**src/rtl/fb_pkg.sv**
```systemverilog
// Shared types and helpers for the SDRAM framebuffer writer.
//   BASE_DEFAULT : default framebuffer region placed on addr[23:20]
//   fb_state_t   : writer FSM states
//   fb_entry_t   : FIFO payload {start-of-frame flag, RGB565 pixel}
//   rgb565()     : 24-bit RGB888 to 16-bit RGB565 truncation
package fb_pkg;

    localparam logic [3:0]  BASE_DEFAULT = 4'hF;
    localparam int unsigned PIX_W        = 16;
    localparam int unsigned RGB_W        = 24;

    typedef enum logic {
        IDLE = 1'b0,
        REQ  = 1'b1
    } fb_state_t;

    typedef struct packed {
        logic             sof;
        logic [PIX_W-1:0] pixel;
    } fb_entry_t;

    // Keep the top bits of each channel: R[7:3], G[7:2], B[7:3].
    function automatic logic [PIX_W-1:0] rgb565(input logic [RGB_W-1:0] rgb);
        return {rgb[23:19], rgb[15:10], rgb[7:3]};
    endfunction

endpackage

```
**src/rtl/fb_fifo.sv**
```systemverilog
// Synchronous registered FIFO (not fall-through).
//   clk, reset : clock, asynchronous active-high reset
//   push, din  : write side; ignored while full (even with a concurrent pop)
//   pop, dout  : read side; dout shows the head entry while not empty
//   level      : occupancy 0..DEPTH
//   full/empty : registered status flags derived from level
module fb_fifo #(
    parameter int unsigned W     = 17,
    parameter int unsigned DEPTH = 16
) (
    input  logic                     clk,
    input  logic                     reset,
    input  logic                     push,
    input  logic                     pop,
    input  logic [W-1:0]             din,
    output logic [W-1:0]             dout,
    output logic [$clog2(DEPTH):0]   level,
    output logic                     full,
    output logic                     empty
);

    localparam int unsigned AW = $clog2(DEPTH);
    localparam int unsigned LW = AW + 1;

    logic [W-1:0]  mem [DEPTH];
    logic [AW-1:0] wr_ptr;
    logic [AW-1:0] rd_ptr;
    logic [LW-1:0] level_d;
    logic          push_ok;
    logic          pop_ok;

    assign push_ok = push & ~full;
    assign pop_ok  = pop & ~empty;
    assign dout    = mem[rd_ptr];

    // Next occupancy; push+pop together leaves it unchanged.
    always_comb begin
        level_d = level;
        case ({push_ok, pop_ok})
            2'b10:   level_d = level + LW'(1);
            2'b01:   level_d = level - LW'(1);
            default: level_d = level;
        endcase
    end

    // Storage array carries no reset.
    always_ff @(posedge clk) begin
        if (push_ok) begin
            mem[wr_ptr] <= din;
        end
    end

    // Pointers and flags; pointers wrap naturally since DEPTH is a power of two.
    always_ff @(posedge clk or posedge reset) begin
        if (reset) begin
            wr_ptr <= '0;
            rd_ptr <= '0;
            level  <= '0;
            full   <= 1'b0;
            empty  <= 1'b1;
        end else begin
            if (push_ok) begin
                wr_ptr <= wr_ptr + AW'(1);
            end
            if (pop_ok) begin
                rd_ptr <= rd_ptr + AW'(1);
            end
            level <= level_d;
            full  <= (level_d == LW'(DEPTH));
            empty <= (level_d == '0);
        end
    end

endmodule

```
**src/rtl/fb_writer.sv**
```systemverilog
// SDRAM framebuffer writer: buffers an RGB888 pixel stream as RGB565 and
// writes it linearly into the framebuffer region through one arbiter port.
//   clk, reset                 : clock, asynchronous active-high reset
//   en                         : allow new SDRAM writes to be issued
//   pix_valid/ready/sof/rgb    : input pixel stream
//   req, rdy                   : arbiter request / completion pulse
//   addr, data, we             : write address {BASE, pixel addr}, RGB565, write
//   frame_done                 : pulse after the last pixel of a frame is written
//   sof_err                    : pulse when SOF arrives at a nonzero expected address
//   level                      : FIFO occupancy
module fb_writer
    import fb_pkg::*;
#(
    parameter int unsigned WIDTH  = 480,
    parameter int unsigned HEIGHT = 272,
    parameter logic [3:0]  BASE   = BASE_DEFAULT,
    parameter int unsigned AN     = 20,
    parameter int unsigned DEPTH  = 16
) (
    input  logic                     clk,
    input  logic                     reset,
    input  logic                     en,
    input  logic                     pix_valid,
    output logic                     pix_ready,
    input  logic                     pix_sof,
    input  logic [23:0]              pix_rgb,
    output logic                     req,
    input  logic                     rdy,
    output logic [23:0]              addr,
    output logic [15:0]              data,
    output logic                     we,
    output logic                     frame_done,
    output logic                     sof_err,
    output logic [$clog2(DEPTH):0]   level
);

    localparam int unsigned   ENTRY_W  = $bits(fb_entry_t);
    localparam logic [AN-1:0] LAST_PIX = AN'(WIDTH * HEIGHT - 1);

    fb_state_t          state_q;
    fb_state_t          state_d;
    logic [AN-1:0]      addr_q;
    logic [AN-1:0]      addr_d;
    logic [AN-1:0]      exp_q;
    logic [AN-1:0]      exp_d;
    logic [PIX_W-1:0]   data_d;
    logic               req_d;
    logic               frame_done_d;
    logic               sof_err_d;
    logic               pop_c;
    logic               fifo_full;
    logic               fifo_empty;
    logic [ENTRY_W-1:0] fifo_dout;
    fb_entry_t          push_entry;
    fb_entry_t          head;

    assign push_entry = '{sof: pix_sof, pixel: rgb565(pix_rgb)};
    assign head       = fb_entry_t'(fifo_dout);
    assign pix_ready  = ~fifo_full;
    assign addr       = {BASE, addr_q};
    assign we         = 1'b1;

    fb_fifo #(
        .W     (ENTRY_W),
        .DEPTH (DEPTH)
    ) u_fifo (
        .clk   (clk),
        .reset (reset),
        .push  (pix_valid),
        .pop   (pop_c),
        .din   (push_entry),
        .dout  (fifo_dout),
        .level (level),
        .full  (fifo_full),
        .empty (fifo_empty)
    );

    // Next-state and next-output logic.
    always_comb begin
        state_d      = state_q;
        req_d        = req;
        addr_d       = addr_q;
        data_d       = data;
        exp_d        = exp_q;
        frame_done_d = 1'b0;
        sof_err_d    = 1'b0;
        pop_c        = 1'b0;
        case (state_q)
            IDLE: begin
                // rdy is ignored here; only a popped pixel starts a request.
                if (en && !fifo_empty) begin
                    pop_c     = 1'b1;
                    addr_d    = head.sof ? '0 : exp_q;
                    data_d    = head.pixel;
                    req_d     = 1'b1;
                    sof_err_d = head.sof && (exp_q != '0);
                    state_d   = REQ;
                end
            end
            REQ: begin
                // Advance the address only once the write has completed.
                if (rdy) begin
                    req_d   = 1'b0;
                    state_d = IDLE;
                    if (addr_q == LAST_PIX) begin
                        exp_d        = '0;
                        frame_done_d = 1'b1;
                    end else begin
                        exp_d = addr_q + AN'(1);
                    end
                end
            end
            default: state_d = IDLE;
        endcase
    end

    // State and output registers.
    always_ff @(posedge clk or posedge reset) begin
        if (reset) begin
            state_q    <= IDLE;
            req        <= 1'b0;
            addr_q     <= '0;
            exp_q      <= '0;
            data       <= '0;
            frame_done <= 1'b0;
            sof_err    <= 1'b0;
        end else begin
            state_q    <= state_d;
            req        <= req_d;
            addr_q     <= addr_d;
            exp_q      <= exp_d;
            data       <= data_d;
            frame_done <= frame_done_d;
            sof_err    <= sof_err_d;
        end
    end

endmodule

```
**config.mk**
```make
export PLATFORM = sky130hd
export DESIGN_NAME = fb_writer
export DESIGN_NICKNAME = d
export VERILOG_FILES = /design/src/rtl/fb_pkg.sv /design/src/rtl/fb_fifo.sv /design/src/rtl/fb_writer.sv
export SDC_FILE = /design/constraint.sdc
export NUM_CORES = 1
export LEC_CHECK = 0
export BUFFER_PORTS_ARGS = -buffer_cell sky130_fd_sc_hd__buf_2
export CELL_PAD_IN_SITES_DETAIL_PLACEMENT = 1
export CELL_PAD_IN_SITES_GLOBAL_PLACEMENT = 2
export CORE_UTILIZATION = 46
export CTS_CLUSTER_DIAMETER = 60
export DETAILED_ROUTE_END_ITERATION = 7
export PLACE_DENSITY = 0.79
export SLEW_MARGIN = 20
export SYNTH_ARGS = -nofsm -noshare
export SYNTH_HDL_FRONTEND = slang
export SYNTH_SLANG_ARGS = --single-unit
```
**constraint.sdc**
```tcl
create_clock -name clk -period 2.79 [get_ports clk]
set_clock_uncertainty 0.1 [all_clocks]
set_input_delay 0.279 -clock clk [delete_from_list [all_inputs] [get_ports clk]]
set_output_delay 0.279 -clock clk [all_outputs]
set_load 0.01 [all_outputs]
```
== Word-level counts from Yosys, hierarchy flattened ==
Memory sizes are Yosys's and may differ from the RTL's.
Cells that the tools add are included.
Widths: inputs -> output; s select.
Word-level totals
  input bits: 30
  bits in registers: 75
  word-level logic and storage cells: 54
  memory bits (writable): 272
  memories kept: 1
  output and inout bits: 50
Memories
  u_fifo.mem: depth 16, bits a word 17, read ports 1, clocked after memory_dff 0, wr ports 1, line fb_fifo.sv:25  | logic [W-1:0] mem [DEPTH];
Cells by class
  reduce and logical (&&, ||, !) cells: 8
  bitwise logic cells: 5
  add/subtract/negate cells: 5
  multiplexer cells: 17
  eq/ne operators: 6
Operator list (count)
  $mux 20: 2
  $add 20x1->20 const B: 1
  $eq 20x17->1 const B: 1
  $reduce_bool 20->1: 1
  $mux 1: 12
  $pmux 5 s2: 1
  $add 4x1->4 const B: 2
  $reduce_and 2->1: 3
  $add 5x1->5 const B: 1
  $eq 5x5->1 const B: 1
  $logic_not 5->1: 1
  $sub 5x1->5 const B: 1
  $ne 2x2->1 const B: 2
  $pmux 1 s2: 2
  $not 1->1: 3
  $and 1x1->1: 2
  $eq 2x1->1 const B: 1
  $eq 2x2->1 const B: 1
  $logic_and 1x1->1: 2
  $logic_not 1->1: 1

== Logic depth before layout (Yosys ltp) ==
Gate-level depths: netlist of the first run.
  depth after elaboration: 8
  gate-level depth with buffers: 11
  mapped depth without buffers: 10

== By module ==
A second synthesis of the first run with hierarchy kept.
Unflattened totals
  cell total of the unflattened synthesis: 783
  area total of the unflattened synthesis: 14044.7 um^2
Modules (own cells, without submodules)
  fb_fifo: area an instance 11168.2 um^2, sequential area each 8544.4 um^2, cells each 480, instances 1
  fb_writer: area an instance 2876.5 um^2, sequential area each 1501.4 um^2, cells each 303, instances 1

== Worst setup path before layout of the first run ==
Ideal clock, no wire load.
  path kind: reg-to-reg
  start: register state_q
  end: register u_fifo.full
  cell stages (with the launch flop): 12
  period minus slack after synthesis: 2.413 ns
  slack: 0.377 ns
  data required time: 2.602 ns
  library setup time: 0.088 ns
  path buffers: 1
  arrival: 2.225 ns
  cells stage by stage: dfrtp_1 > or3b_1 > buf_2 > clkinv_4 > nand2_4 > xnor2_1 > ha_1 > nor3b_1 > a31o_1 > a22oi_1 > xnor2_1 > nor3b_1
Between the ends
  longest elaborated chain between the ends: 5
  elaborated cells on any way between the ends: 6
  classes of those cells: 3 x eq/ne; 2 x mux; 1 x bitwise
RTL lines
  from (decl): line fb_writer.sv:40  | fb_state_t state_q;
  from (signal assigned): line fb_writer.sv:128  | state_q <= state_d;
  $mux 1 (*): line fb_writer.sv:88  | case (state_q)
  $and 1x1->1 (*): line fb_fifo.sv:33  | assign pop_ok = pop & ~empty;
  $eq 2x1->1 or $eq 2x2->1 (tied branches): line fb_fifo.sv:39  | case ({push_ok, pop_ok})
  $pmux 5 s2 (*): line fb_fifo.sv:39
  named net u_fifo.level_d[4]: line fb_fifo.sv:28  | logic [LW-1:0] level_d;
  $eq 5x5->1 (*): line fb_fifo.sv:69  | full <= (level_d == LW'(DEPTH));
  to (signal assigned): line fb_fifo.sv:69
  to (decl): line fb_fifo.sv:18  | output logic full,
The timed path passes the listed nets; every way through them passes the cells marked *.
A chain may end at the register's enable or synchronous reset.

== Worst setup path in the final report of the first run ==
Ends and elaborated chain as after synthesis.

==> out/metrics.csv, run 1 <==
stage,metric,value,unit
outcome,outcome,"complete, no violations",
global_routing,vias in the first global route,7942,
synth,Synth top cells by count,"edfxtp_1 (272), dfrtp_1 (74), mux4_2 (66), nand2_1 (30), mux2i_1 (24)",
detailed_routing,DR pass1 iterations,5,
synth,"top cells by area, synth","edfxtp_1 (59%), dfrtp_1 (13%), mux4_2 (11%)",
sta,total negative slack,0,ns
power_and_ir_drop,peak supply drop,662,µV
flow_run,max_cap viols,0,
cells_and_area,synth-to-layout area growth,15.1,%
global_routing,initial antenna violation count,2,
power_and_ir_drop,Comb pwr share,27.3,%
sta,Final WS setup,0.0862,ns
place,HPWL after detailed placement,19000,µm
synth,"EDFF count, synth",272,
floorplanning,Die Width,176,µm
floorplanning,FP Rows,63,
setup_path,"Max FO, Critical Path",7,
synth,most frequent cell after synthesis,edfxtp_1,
cells_and_area,nets,886,
detailed_routing,number of routed nets with antenna violations,0,
power_and_ir_drop,leakage,5.69,nW
floorplanning,Die ar.,31000,µm²
clocking,Skew-Pair Late Insertion Delay,0.53,ns
power_and_ir_drop,clock share of power,29.4,%
detailed_routing,vias per cell,5.82,
sta,crit share post-route,96.9,%
detailed_routing,Routed Wire Length,32200,µm
clocking,CTS tree,yes,
place,"worst slack, placed",0.126,ns
setup_path,"critical path, cell by cell",or3b_2 > clkinv_4 > buf_4 > ha_1 > nor4b_1 > a31o_1 > a22oi_1 > xnor2_1 > nor3b_1,
global_routing,grt ovf,0,
synth,"Avg Cell Area, Syn",18.6,µm²
cells_and_area,Final Cell Area,16000,µm²
place,placed cell area,14800,µm²
power_and_ir_drop,switch share,30.0,%
clocking,TritonCTS buffer count,38,
synth,Synth top area share,58.6,%
power_and_ir_drop,Seq pwr share,43.3,%
floorplanning,I/O Pins,80,
place,port bufs,66,
synth,Post-Synthesis Cell Area,13900,µm²
clocking,clock-pin transition on the worst setup and hold timing paths,0.06,ns
synth,ys flop type,edfxtp_1,
cells_and_area,Finished Core Util,53.9,%
sta,final setup violation count,0,
sta,final hold viol count,0,
detailed_routing,initial drt markers,569,
clocking,clk buf depth,3,
global_routing,first-pass GRT wire length,49500,µm
synth,ys async rst share,21.6,%
sta,Tightest Pin Transition,0.846,ns
cells_and_area,ant diodes,0,
sta,relative slew slack,43.1,%
synth,yosys warns,0,
cells_and_area,final non-filler cell total,1266,
setup_path,startpoint types,register,
clocking,H-tree levels,2,
detailed_routing,mean routed wirelength per cell,25.4,µm
clocking,Clock Root Buffer,clkbuf_16,
setup_path,Critical-path top delay cell,or3b_2,
power_and_ir_drop,total power,16.3,mW
power_and_ir_drop,Power Dens Cells,1020,nW/µm²
setup_path,Crit path largest cell delay,0.52,ns
setup_path,CP Capture Type,register,
power_and_ir_drop,Psw,4.91,mW
place,routability cong.,0.813,
sta,minimum clock period,2.70,ns
detailed_routing,routed via count,7367,
hold_path,worst hold path class,in2reg,
synth,sequential area share after synthesis,72.1,%
synth,Mapped Cells,749,
setup_path,Worst path top cell family by delay,simple AND/OR/NAND/NOR gates,
floorplanning,Core Region,29700,µm²
setup_path,CP Class,reg2reg,
power_and_ir_drop,Pint,11.4,mW
global_routing,GRT Total Usage,21.6,%
setup_path,Worst EP arrival,3.04,ns
synth,Netlist cell types,48,
sta,Fin Hold WS,0.0231,ns
sta,max-slew violations,0,
setup_path,CP Buf/Inv Count,2,
synth,register bit total from synthesis,347,
clocking,CTS sink cnt,347,
cells_and_area,fraction of layout cells with a size suffix above 1,28.0,%
floorplanning,Die Y,176,µm
synth,"area leader, netlist",edfxtp_1,
sta,max frequency,0.370,GHz
detailed_routing,residual DRC count,0,
place,Post-Place Cells,1194,
floorplanning,initial core utilization,46.9,%
setup_path,WP data required,3.13,ns
global_routing,largest net degree at the start of global routing,45,
kinds of logic after synthesis:
kind of cell             count (synthesis)  synth area share [%]
XOR/XNOR                                31                  2.05
AND/OR/NAND/NOR                        128                  4.81
flip-flops                             347                  72.1
multiplexers                           107                  13.8
other                                    1                0.0269
AO/OA/AOI/OAI                           70                  4.12
buffers and inverters                   57                  2.40
adder cells (fa/ha/maj)                  8                 0.719
worst paths after layout:
path                                           to  cells past startpoint  slack, ns        start
worst max-delay path                  u_fifo.full                      9       0.09      state_q
worst min-delay path            u_fifo.mem[9][15]                      1       0.02  pix_rgb[23]
worst max register to register        u_fifo.full                      9       0.09      state_q
worst min register to register                req                      2       0.39          req
max in group asynchronous               addr_q[3]                      4       1.63        reset
min in group asynchronous                 data[0]                      3       0.27        reset
power groups by stage:
stage	logic [mW]	registers [mW]	clock network [mW]
floorplan	3.29	6.89	0
global placement	4.28	7.10	0
detailed placement	4.46	7.18	0
CTS	4.50	7.08	4.90
global route	4.82	7.16	5.08
finish	4.46	7.07	4.81
sequential cells by signal (all words and copies together) (netlist names):
signal / cells
u_fifo.mem: 272
addr_q: 20
exp_q: 20
data: 16
u_fifo.level: 5
u_fifo.rd_ptr: 4
u_fifo.wr_ptr: 4
frame_done: 1
req: 1
sof_err: 1
state_q: 1
u_fifo.empty: 1
u_fifo.full: 1
per-layer routing:
layer	part of all wire, %	wire [µm]	global-route usage, %
met1	43	13900	28.7
met2	51	16400	36.6
met3	3.9	1250	3.62
met4	2.1	663	6.74
met5	0.096	31	0
worst reg2reg max path, cell delays in order, from the launching register on:
cell and delay (ns):
dfrtp_1 0.41, or3b_2 0.52, clkinv_4 0.08, buf_4 0.16, ha_1 0.29, nor4b_1 0.34
a31o_1 0.16, a22oi_1 0.10, xnor2_1 0.26, nor3b_1 0.20
cells in the final DEF, fill, tap and decap left out, types with 17 or more instances in the layout:
master,instances
edfxtp_1,272
mux4_2,66
buf_2,66
and2_1,20
xnor2_1,18
a22o_1,21
nand2_1,30
dfrtp_1,71
buf_4,29
nor2_1,19
clkbuf_16,39
mux2_2,17
nor3_1,21
mux2i_1,24
what timing repair did:
item | 4_1_cts | 5_1_grt
hold buffers | 3 | 0
hold endpoints to repair | 40 | 0
buffers inserted | 0 | 1
endpoints found under the setup margin | 0 | 1
gates resized for setup | 0 | 2
cell type report:
type	count	area [µm²]
tap	390	488
fill	2697	13700
sequential	347	10100
clock buffer	47	1010
multi-input combinational	349	3580
timing repair buffer	103	678
clock inverter	21	190
inverter	9	40.0
Power figures use the tool's default switching activity.
==> inputs of run 2 (changes only) <==
Settings changed: CAP_MARGIN set to 20.
Clock period 2.79 ns to 2.8 ns, I/O delays scaled along.
==> run 2 against run 1 <==
- flip-flop and latch count stayed put
- sequential share of layout area fell by 0.068 points
- critical path depth up 1
- wire length is 1.8% lower
- clock power is 2% higher
- clock-buffer cell count is 10 higher
- sequential power decreased by 0.6%
- global-route usage shrank 0.23 points
- setup slack gained 0.13 ns
- maximum frequency up 4.5%
- highest routed layer unchanged
==> out/metrics.csv, run 2 (synthesis results as in run 1) <==
stage,metric,value,unit,change
floorplanning,Die ar.,31000,µm²,unchanged
cells_and_area,ant diodes,0,,unchanged
global_routing,initial antenna violation count,1,,-1
power_and_ir_drop,peak supply drop,493,µV,-25%
place,port bufs,66,,unchanged
global_routing,met3 usage,2.91,%,-0.71 points
clocking,clock-pin transition on the worst setup and hold timing paths,0.06,ns,about the same
sta,Tightest Pin Transition,0.835,ns,-0.0117 ns
detailed_routing,routed via count,7279,,-1.2%
place,Post-Place Cells,1195,,+0.084%
clocking,Skew-Pair Late Insertion Delay,0.52,ns,about the same
sta,minimum clock period,2.59,ns,-0.116 ns
detailed_routing,initial drt markers,550,,-3.3%
sta,final hold viol count,0,,unchanged
flow_run,max_cap viols,0,,unchanged
cells_and_area,most frequent cells in the layout,"edfxtp_1 (272), dfrtp_1 (71), mux4_2 (66), buf_2 (66), clkbuf_16 (39)",,
cells_and_area,biggest regs,"u_fifo.mem x272, addr_q x20, exp_q x20",,
sta,final setup violation count,0,,unchanged
detailed_routing,Routed Wire Length,31600,µm,-1.8%
global_routing,GRT Total Usage,21.4,%,-0.23 points
clocking,H-tree levels,2,,unchanged
detailed_routing,DR pass1 iterations,4,,-1
cells_and_area,synth-to-layout area growth,15.2,%,
setup_path,WP data required,3.13,ns,about the same
place,routability cong.,0.807,,-0.70%
cells_and_area,"commonest non-fill, non-tap cell in the layout",edfxtp_1,,
place,HPWL after detailed placement,18900,µm,-0.80%
sta,Fin Hold WS,0.0361,ns,+0.0130 ns
cells_and_area,nets,885,,-0.11%
sta,total negative slack,0,ns,unchanged
sta,crit share post-route,92.4,%,-4.5 points
floorplanning,Core Region,29700,µm²,unchanged
clocking,clk buf depth,3,,unchanged
sta,max-slew violations,0,,unchanged
floorplanning,I/O Pins,80,,unchanged
clocking,CTS tree,yes,,
clocking,"Setup Fix Bufs, Post-CTS",0,,unchanged
setup_path,startpoint types,register,,
sta,RSZ-0062 raised after global routing,false,,
global_routing,vias in the first global route,7982,,+0.50%
floorplanning,Die Y,176,µm,unchanged
floorplanning,initial core utilization,46.9,%,unchanged
sta,relative slew slack,44.3,%,+1.2 points
power_and_ir_drop,leakage,5.69,nW,about the same
floorplanning,FP Rows,63,,unchanged
cells_and_area,max reg flops,272,,unchanged
detailed_routing,residual DRC count,0,,unchanged
cells_and_area,Sequential Area,10100,µm²,unchanged
global_routing,largest net degree at the start of global routing,38,,-16%
hold_path,worst hold path class,in2reg,,
global_routing,grt ovf,0,,unchanged
clocking,Clock Root Buffer,clkbuf_16,,
detailed_routing,mean routed wirelength per cell,25.0,µm,-1.7%
sta,max frequency,0.386,GHz,+4.5%
setup_path,CP Class,reg2reg,,
cells_and_area,Finished Core Util,54.0,%,+0.059 points
cells_and_area,final non-filler cell total,1265,,-0.079%
setup_path,"Max FO, Critical Path",5,,-2
global_routing,first-pass GRT wire length,48700,µm,-1.5%
cells_and_area,Largest Register,u_fifo.mem,,
cells_and_area,area of the multi-input gates,3580,µm²,+0.10%
clocking,TritonCTS buffer count,38,,unchanged
detailed_routing,number of routed nets with antenna violations,0,,unchanged
clocking,CTS sink cnt,347,,unchanged
floorplanning,Die Width,176,µm,unchanged
cells_and_area,Final Cell Area,16000,µm²,+0.11%
cells_and_area,Fillers,2661,,-1.3%
place,placed cell area,14800,µm²,about the same
cells_and_area,fraction of layout cells with a size suffix above 1,28.1,%,+0.15 points
detailed_routing,vias per cell,5.75,,-1.1%
global_routing,met1 global-route usage,28.6,%,-0.047 points
global_routing,met2 Use GR,36.1,%,-0.44 points
outcome,outcome,"complete, no violations",,
power_and_ir_drop,Power Dens Cells,1020,nW/µm²,-0.18%
setup_path,CP Capture Type,register,,
global_routing,gr busiest metal,met2,,
setup_path,Worst EP arrival,2.92,ns,-0.12 ns
## run 2: what timing repair did
action                     CTS  global route
hold endpoints to repair    36             0
setup endpoints to repair    0             1
gates resized for setup      0             3
hold buffers                 2             0
## run 2: final cells by class
cell class	instances	share of cell area [%]
multi-input cells	349	22.3
clock inverters	11	0.975
well taps	390	3.04
flip-flops and latches	347	62.6
clock buffers	57	6.63
repair buffers	102	4.16
inverters	9	0.249
## run 2: where the power goes
| group | switching (mW) | internal (mW) | total (mW) |
|---|---|---|---|
| Sequential | 0.661 | 6.37 | 7.03 |
| Clock | 1.92 | 2.99 | 4.91 |
| Combinational | 2.22 | 2.17 | 4.39 |
## run 2: through the flow
step                power, mW  worst slack [ns]
global placement         11.3             0.254
CTS                      16.5             0.130
finish                   16.3             0.212
global route             17.1            0.0243
floorplan                10.1             0.387
detailed placement       11.6             0.137
## run 2: path summary, 6_finish.rpt
| check | startpoint | end | slack [ns] | cells past startpoint |
|---|---|---|---|---|
| worst max-delay path | state_q | u_fifo.full | 0.21 | 10 |
| worst min-delay path | pix_rgb[14] | u_fifo.mem[9][9] | 0.04 | 1 |
| worst max register to register | state_q | u_fifo.full | 0.21 | 10 |
| worst min register to register | req | req | 0.39 | 2 |
| max in group asynchronous | reset | u_fifo.empty | 1.57 | 4 |
| min in group asynchronous | reset | u_fifo.level[1] | 0.31 | 3 |
## run 2: critical path: stages, from the launching register on
cell and delay [ns]:
dfrtp_1 0.41, or3b_2 0.51, clkinv_4 0.08, nand2_4 0.08, xnor2_1 0.20, ha_2 0.25, nor3b_1 0.19, a31o_1 0.17
a22oi_1 0.09, xnor2_1 0.23, nor3b_2 0.19
## run 2: layer usage
| layer | up-vias | part of all wire, % |
|---|---|---|
| li1 | 3175 | - |
| met1 | 3863 | 43 |
| met2 | 176 | 51 |
| met3 | 63 | 3.8 |
| met4 | 2 | 2.6 |
| met5 | - | 0.035 |
==> inputs of run 3 (changes only) <==
Settings changed: CORE_UTILIZATION 46 to 50, PLACE_DENSITY 0.79 to unset, PLACE_DENSITY_LB_ADDON set to 0.1.
Clock period 2.8 ns to 3.2 ns, I/O delays scaled along.
==> run 3 against run 2 <==
- critical path depth did not move
- clock-buffer cell count did not move
- via count fell by 0.81%
- largest power group unchanged
- clock power fell by 15%
- wire length fell by 1.7%
- highest routed layer unchanged
- non-clock buffer count fell by 3
- maximum frequency fell by 6.3%
==> out/metrics.csv, run 3 (synthesis results as in run 1) <==
stage,metric,value,unit,change
power_and_ir_drop,Seq pwr share,44.1,%,+1.1 points
sta,minimum clock period,2.76,ns,+0.175 ns
global_routing,first-pass GRT wire length,47500,µm,-2.6%
floorplanning,Die Y,169,µm,-4.0%
setup_path,startpoint types,register,,
sta,Fin Hold WS,0.0831,ns,+0.0469 ns
floorplanning,Core Region,27200,µm²,-8.6%
flow_run,max_cap viols,0,,unchanged
hold_path,Hold EP,u_fifo.mem[13][10],,
detailed_routing,number of routed nets with antenna violations,0,,unchanged
global_routing,GRT Total Usage,22.8,%,+1.4 points
hold_path,worst hold path class,in2reg,,
place,routability cong.,0.782,,-3.0%
cells_and_area,"commonest non-fill, non-tap cell in the layout",edfxtp_1,,
sta,max frequency,0.362,GHz,-6.3%
power_and_ir_drop,Pint,9.92,mW,-14%
cells_and_area,biggest regs,"u_fifo.mem x272, addr_q x20, exp_q x20",,
cells_and_area,final non-filler cell total,1244,,-1.7%
clocking,clk buf depth,3,,unchanged
power_and_ir_drop,switch share,29.5,%,+0.15 points
setup_path,flop-to-flop setup slack,0.44,ns,+0.23 ns
cells_and_area,ant diodes,0,,unchanged
floorplanning,Die Width,169,µm,-4.0%
detailed_routing,vias per cell,5.80,,+0.86%
cells_and_area,Largest Register,u_fifo.mem,,
sta,relative slew slack,37.0,%,-7.3 points
sta,final hold viol count,0,,unchanged
power_and_ir_drop,Comb pwr share,26.4,%,-0.5 points
cells_and_area,nets,882,,-0.34%
outcome,outcome,"complete, no violations",,
clocking,H-tree levels,2,,unchanged
power_and_ir_drop,Psw,4.15,mW,-13%
cells_and_area,fraction of layout cells with a size suffix above 1,28.0,%,-0.13 points
global_routing,vias in the first global route,7702,,-3.5%
place,port bufs,66,,unchanged
setup_path,CP Buf/Inv Count,1,,unchanged
setup_path,reg2reg end,u_fifo.empty,,
detailed_routing,residual DRC count,0,,unchanged
clocking,Skew-Pair Late Insertion Delay,0.51,ns,about the same
setup_path,CP Class,reg2reg,,
sta,RSZ-0062 raised after global routing,false,,
setup_path,WP data required,3.49,ns,+0.36 ns
global_routing,largest net degree at the start of global routing,52,,+37%
setup_path,Reg-to-Reg Start,state_q,,
power_and_ir_drop,Power Dens Cells,883,nW/µm²,-13%
sta,Tightest Pin Transition,0.944,ns,+0.109 ns
cells_and_area,max reg flops,272,,unchanged
setup_path,CP Capture Type,register,,
cells_and_area,Fillers,2425,,-8.9%
clocking,CTS tree,yes,,
floorplanning,FP Rows,60,,-4.8%
floorplanning,I/O Pins,80,,unchanged
detailed_routing,mean routed wirelength per cell,25.0,µm,about the same
setup_path,Worst path top cell family by delay,simple AND/OR/NAND/NOR gates,,
place,HPWL after detailed placement,18000,µm,-4.3%
detailed_routing,DR pass1 iterations,5,,+1
sta,crit share post-route,86.3,%,-6.1 points
floorplanning,initial core utilization,51.3,%,+4.4 points
clocking,clock-pin transition on the worst setup and hold timing paths,0.06,ns,about the same
floorplanning,Die ar.,28500,µm²,-7.9%
clocking,number of gates resized after cts,0,,unchanged
detailed_routing,Routed Wire Length,31100,µm,-1.7%
setup_path,Crit path largest cell delay,0.50,ns,about the same
hold_path,Hold Crit Depth,1,,unchanged
setup_path,"critical path, cell by cell",or3b_2 > clkinv_4 > nand2_4 > xnor2_1 > ha_1 > nor3b_1 > a31o_1 > a22oi_1 > xnor2_1 > nor3_1,,
detailed_routing,initial drt markers,453,,-18%
global_routing,grt ovf,0,,unchanged
clocking,CTS sink cnt,347,,unchanged
sta,total negative slack,0,ns,unchanged
setup_path,Critical-path top delay cell,or3b_2,,
setup_path,most frequent CP cell,xnor2_1,,
place,Post-Place Cells,1174,,-1.8%
power_and_ir_drop,peak supply drop,579,µV,+17%
power_and_ir_drop,leakage,5.65,nW,-0.70%
clocking,Clock Root Buffer,clkbuf_16,,
clocking,TritonCTS buffer count,38,,unchanged
sta,final setup violation count,0,,unchanged
sta,max-slew violations,0,,unchanged
hold_path,Hold Path Origin,pix_rgb[15],,
detailed_routing,routed via count,7220,,-0.81%
cells_and_area,synth-to-layout area growth,14.3,%,
power_and_ir_drop,clock share of power,29.5,%,-0.6 points
cells_and_area,most frequent cells in the layout,"edfxtp_1 (272), dfrtp_1 (71), mux4_2 (66), buf_2 (66), clkbuf_16 (39)",,
global_routing,initial antenna violation count,3,,+2
setup_path,"Max FO, Critical Path",8,,+3
setup_path,Register-to-Register Path Depth,10,,unchanged
setup_path,Worst EP arrival,3.05,ns,+0.13 ns
[run 3: changes by cell type in the layout (fill, tap and decap cells not counted), moves of 2 or more]
cell	change
clkinv_2	+2
bufinv_16	-2
buf_12	-3
clkinv_1	-2
clkinvlp_4	+2
clkbuf_8	+2
clkbuf_1	-2
[run 3: routing by layer]
metal | up-vias | global-route usage (%) | wire length, µm
met5 | - | 0 | 37
met4 | 6 | 5.69 | 630
met3 | 63 | 3.23 | 1250
met2 | 168 | 38.3 | 15600
met1 | 3814 | 31.5 | 13600
li1 | 3169 | - | -
[run 3: worst max-delay path by stage]
stage / from / end / slack (ns) / depth (start not counted)
after floorplan: state_q / u_fifo.full / 0.79 / 11
after global placement: en / u_fifo.empty / 0.55 / 11
after detailed placement: state_q / u_fifo.empty / 0.40 / 10
after CTS: state_q / u_fifo.empty / 0.39 / 10
after global routing: state_q / u_fifo.full / 0.26 / 10
final: state_q / u_fifo.empty / 0.44 / 10
[run 3: cell type report]
class,count,area [µm²],share of cell area (%)
well taps,372,465,2.92
multi-input cells,349,3570,22.4
repair buffers,99,608,3.82
clock inverters,11,114,0.715
flip-flops and latches,347,10100,63.1
inverters,9,40.0,0.251
clock buffers,57,1080,6.80
[run 3: what timing repair did]
action / 4_1_cts / 5_1_grt
hold endpoints to repair: 47 / 0
hold buffers: 2 / 0
buffers inserted: 0 / 0
[run 3: metrics by stage]
step,power [mW],util (%),area (µm²),setup WS (ns)
2_1_floorplan,8.88,-,13900,0.787
3_3_place_gp,9.89,54.1,14700,0.551
3_5_place_dp,10.1,54.1,14700,0.404
4_1_cts,14.2,58.6,15900,0.390
5_1_grt,14.7,58.6,15900,0.261
6_report,14.1,58.6,15900,0.437
[run 3: power groups by stage]
stage / sequential (mW) / combinational, mW / clock, mW
after floorplan: 6.01 / 2.87 / 0
after global placement: 6.25 / 3.64 / 0
after detailed placement: 6.31 / 3.74 / 0
after CTS: 6.22 / 3.77 / 4.25
after global routing: 6.30 / 4.01 / 4.38
final: 6.21 / 3.71 / 4.15
